<file path="src/rtl/jtopl_wrq.sv">
// Write queue and pacer for the OPL2 core: buffers CPU port writes in a FIFO
// and replays them with the address/data settle gaps the chip needs.
module jtopl_wrq #(
  parameter int FIFO_AW   = 4,
  parameter int ADDR_WAIT = 12,
  parameter int DATA_WAIT = 84
) (
  input  logic             clk,
  input  logic             rst,
  input  logic             cen,
  input  logic             cpu_we,
  input  logic             cpu_addr,
  input  logic [7:0]       cpu_din,
  input  logic             flush,
  output logic [7:0]       opl_din,
  output logic             opl_addr,
  output logic             opl_cs_n,
  output logic             opl_wr_n,
  output logic [FIFO_AW:0] level,
  output logic             busy,
  output logic             ovf
);

  localparam int DEPTH    = 1 << FIFO_AW;
  localparam int MAX_WAIT = (ADDR_WAIT > DATA_WAIT) ? ADDR_WAIT : DATA_WAIT;
  localparam int CW       = $clog2(MAX_WAIT + 1);

  localparam logic [1:0] S_IDLE   = 2'd0;
  localparam logic [1:0] S_STROBE = 2'd1;
  localparam logic [1:0] S_WAIT   = 2'd2;

  logic [8:0]         mem [DEPTH];
  logic [FIFO_AW-1:0] wr_ptr;
  logic [FIFO_AW-1:0] rd_ptr;
  logic [1:0]         state;
  logic [CW-1:0]      cnt;
  logic               full;
  logic               empty;
  logic               push;
  logic               pop;

  // level never exceeds DEPTH, so its top bit alone marks a full FIFO
  assign full  = level[FIFO_AW];
  assign empty = (level == '0);
  assign pop   = (state == S_IDLE) && cen && !empty;
  // a pop in the same clk frees the slot, so a push into a full FIFO still lands
  assign push  = cpu_we && (!full || pop) && !flush;
  assign busy  = (state != S_IDLE) || !empty;

  // NOTE: the storage array has no reset; its contents are only read through
  // pointers that reset does clear, so resetting it would only cost logic.
  always_ff @(posedge clk) begin
    if (push) mem[wr_ptr] <= {cpu_addr, cpu_din};
  end

  // NOTE: all state below uses non-blocking assignments so every register
  // samples the pre-edge values regardless of statement order.
  always_ff @(posedge clk or posedge rst) begin
    if (rst) begin
      wr_ptr <= '0;
      rd_ptr <= '0;
      level  <= '0;
      ovf    <= 1'b0;
    end else if (flush) begin
      wr_ptr <= '0;
      rd_ptr <= '0;
      level  <= '0;
      ovf    <= 1'b0;
    end else begin
      if (push) wr_ptr <= wr_ptr + 1'b1;
      if (pop)  rd_ptr <= rd_ptr + 1'b1;
      case ({push, pop})
        2'b10:   level <= level + 1'b1;
        2'b01:   level <= level - 1'b1;
        default: level <= level;
      endcase
      if (cpu_we && full && !pop) ovf <= 1'b1;
    end
  end

  always_ff @(posedge clk or posedge rst) begin
    if (rst) begin
      state    <= S_IDLE;
      cnt      <= '0;
      opl_din  <= '0;
      opl_addr <= 1'b0;
      opl_cs_n <= 1'b1;
      opl_wr_n <= 1'b1;
    end else begin
      case (state)
        S_IDLE: begin
          if (pop) begin
            opl_din  <= mem[rd_ptr][7:0];
            opl_addr <= mem[rd_ptr][8];
            opl_cs_n <= 1'b0;
            opl_wr_n <= 1'b0;
            state    <= S_STROBE;
          end
        end
        S_STROBE: begin
          if (cen) begin
            opl_cs_n <= 1'b1;
            opl_wr_n <= 1'b1;
            cnt      <= opl_addr ? CW'(DATA_WAIT) : CW'(ADDR_WAIT);
            state    <= S_WAIT;
          end
        end
        S_WAIT: begin
          if (cen) begin
            cnt <= cnt - 1'b1;
            if (cnt == CW'(1)) state <= S_IDLE;
          end
        end
        default: state <= S_IDLE;
      endcase
    end
  end

endmodule

</file>
<file path="config.mk">
export PLATFORM = sky130hd
export DESIGN_NAME = jtopl_wrq
export DESIGN_NICKNAME = d
export VERILOG_FILES = /design/src/rtl/jtopl_wrq.sv
export SDC_FILE = /design/constraint.sdc
export NUM_CORES = 1
export LEC_CHECK = 0
export ABC_CLOCK_PERIOD_IN_PS = 2400
export BUFFER_PORTS_ARGS = -buffer_cell sky130_fd_sc_hd__buf_2
export CAP_MARGIN = 20
export CORE_MARGIN = 4
export CORE_UTILIZATION = 55
export DETAILED_ROUTE_END_ITERATION = 8
export GPL_TIMING_DRIVEN = 0
export PLACE_DENSITY_LB_ADDON = 0.1
export SLEW_MARGIN = 20
export SYNTH_ARGS = -nofsm -noshare
export SYNTH_HDL_FRONTEND = slang
export SYNTH_SLANG_ARGS = --single-unit
</file>
<file path="constraint.sdc">
create_clock -name clk -period 2.4 [get_ports clk]
set_clock_uncertainty 0.1 [all_clocks]
set_input_delay 0.36 -clock clk [delete_from_list [all_inputs] [get_ports clk]]
set_output_delay 0.36 -clock clk [all_outputs]
set_load 0.03 [all_outputs]
</file>
==> run metrics <==
GR Util met2 0.370; Unique masters post-synth 58; mux cell area share after synthesis 0.138; Total GRT Usage 0.219; Leakage 3.10 nW; pwr dens 957 nW/µm²; CP Capture Type flip-flop; routed wire length 16200 µm; vias post-DR around 4300; Compound-Gate Fraction of Synth Area 0.0591; Vias/cell roughly 6.1; CTS tree done; EDFF count, synth 144; WL/cell between 20 and 25 µm; commonest cells in the netlist 144 x edfxtp_1, 36 x mux4_2, 32 x dfrtp_1; Ant. Diodes 0; largest family of logic cells by synthesized area multiplexers; run status finished with violations; simple-gate share of the synthesized area 0.0686; synthesized instance count 443; antenna viol nets, final 0; Yosys top cell area share 0.578; period utilisation layout 1.05; Clock Path Buffers 2; vias in the first global route 4302; most frequent cell after synthesis edfxtp_1; Chip Height between 100 and 150 µm; final net count ~550; Synth warnings 0; Finished Core Util 0.683; Cell Area, Synth ~7500 µm²; Synth Register Bits 177; # Max-Cap Violations 0; Core Footprint 13300 µm²; # clock sinks 177; sequential element share of the synthesized area 0.689; Worst path max stage delay 0.37 ns; Synth Flop Type edfxtp_1; Global Route met3 Usage 0.0455; area grow syn2layout 21.4%; routability-driven placement congestion ratio 0.816; Setup TNS Final -0.200 ns; filler instances 853; largest net degree at the start of global routing 34; CP delay by family, top compound AO/OA/AOI/OAI gates; CP Class reg -> reg; RSZ-0062 raised after global routing yes; Initial DRC Count ~380; later-pin clock latency in the skew report approximately 0.43 ns; grt total ovfl 0; initial antenna violation count 0; worst hold slack approximately 0.21 ns; gr busiest metal met2; global-route wire length before repair 25500 µm; site row count 42; failing checks setup timing; CTS root buf clkbuf_16; IO Port Bufs 29; Worst Hold Class in -> reg; share of cells above drive strength 1 0.346; Slowest-stage cell, CP dfrtp_1; Tmin final 2.51 ns; Slew @ Worst Pin between 0.8 and 0.9 ns; area leader, netlist edfxtp_1; Area contributors post-synth edfxtp_1 58%, mux4_2 11%, dfrtp_1 11%; Syn Nets 466; I/O Pins 32; ys async rst share 0.186; setup violators final 4; CTS H-tree lvls 4; max_slew headroom 0.454; CP Max Fanout 7; FMAX 398 MHz; initial core utilization 0.562; Setup WS pre-CTS -0.505 ns; Die W about 120 µm; adder-cell share of the synthesized area 0.0151; critical path arrival between 2 and 3 ns; met1 track demand over resource 0.285; Die ar. 15500 µm²; Synth Area in XOR/XNOR 0.00703; Buf/Inv on CP 2; CP required 2.61 ns; Detailed Place HPWL 9660 µm; Initial DRT Pass Iterations 4; Final Max Tran Viols 0; CP Launch Type flip-flop; DRC viols 0; Fin. Hold Viols 0; VDD IR max 0.000772 V; clk slew on worst S/H paths 0.08 ns; syn avg cell area 16.9 µm²; fin worst setup slack -0.110 ns; Power, Total 8.69 mW; worst-path cell chain buf_6 > or3b_4 > buf_8 > a221oi_4 > xor2_1 > ha_2 > a31oi_2 > nor3b_2 > o311a_1; TritonCTS Buffers 17
-- state kept, by name, summed over array words and instances (netlist names) --
signal and flops:
cnt 7, level 5, mem 144, opl_addr 1, opl_din 8, opl_wr_n 1, ovf 1, rd_ptr 4
state 2, wr_ptr 4
-- routing by layer --
layer,wire length [µm],share of wire
met1,6740,0.41
met2,8270,0.51
met3,790,0.049
met4,431,0.027
met5,0,0
-- cell usage in the layout (no fill, tap or decap), drive strengths merged, types with 2 or more instances in the layout --
cell type and instances:
a211oi 3, a21boi 2, a21oi 6, a22o 5
a31oi 3, and3 2, buf 71, bufinv 2
clkbuf 31, clkinv 6, dfrtp 32, edfxtp 144
ha 9, inv 15, mux2i 21, mux4 36
nand2 27, nand2b 8, nand3 7, nand3b 2
nand4 4, nor2 29, nor2b 3, nor3 5
nor3b 3, nor4 2, o211ai 5, o21ai 15
o221ai 9, or3 3, or4 3, xnor2 3
xor2 3
-- timing repair --
item | in CTS | in global routing
buffers inserted | 18 | 11
endpoints found under the setup margin | 142 | 91
hold endpoints to repair | 32 | 0
pin swaps | 14 | 6
resized for setup | 39 | 18
hold buffers | 1 | 0
-- stage by stage --
stage / area (µm²) / instances
finish: 9080 / 711
global route: 9080 / 711
CTS: 8920 / 700
detailed placement: 7880 / 650
global placement: 7850 / 648
floorplan: 7490 / 443
-- worst paths after layout --
check	start	to	slack (ns)	cells after the start
setup / recovery	state[1]	level[4]	-0.11	9
hold / removal	cpu_din[7]	mem[2][7]	0.21	1
setup reg to reg	state[1]	level[4]	-0.11	9
hold reg to reg	opl_wr_n	opl_wr_n	0.40	2
max in group asynchronous	rst	level[0]	1.16	3
min in group asynchronous	rst	level[3]	0.51	3
-- worst register-to-register path, cell delays in order (launching register included) --
cell and delay, ns:
dfrtp_1 0.37, buf_6 0.13, or3b_4 0.38, buf_8 0.14, a221oi_4 0.33, xor2_1 0.13
ha_2 0.21, a31oi_2 0.20, nor3b_2 0.07, o311a_1 0.33
-- logic make-up after synthesis --
logic type / Yosys count
AO/OA/AOI/OAI: 57
multiplexers: 58
AND/OR/NAND/NOR: 101
buffers and inverters: 35
flip-flops: 177
XOR/XNOR: 6
adder cells (fa/ha/maj): 9
-- area by class of cell --
cell class / count / area [µm²] / share of cell area
multi-input cells: 231 / 2360 / 0.259
clock inverters: 15 / 195 / 0.0215
clock buffers: 17 / 425 / 0.0469
inverters: 9 / 33.8 / 0.00372
repair buffers: 61 / 548 / 0.0604
plain buffers: 25 / 146 / 0.0161
flip-flops and latches: 177 / 5150 / 0.568
well taps: 176 / 220 / 0.0243
-- power by group --
group	internal, mW	switching (mW)	total [mW]
combinational	0.838	1.23	2.07
sequential	3.56	0.201	3.76
clock	1.59	1.27	2.86
No activity file was read; power rests on OpenSTA's default activity.
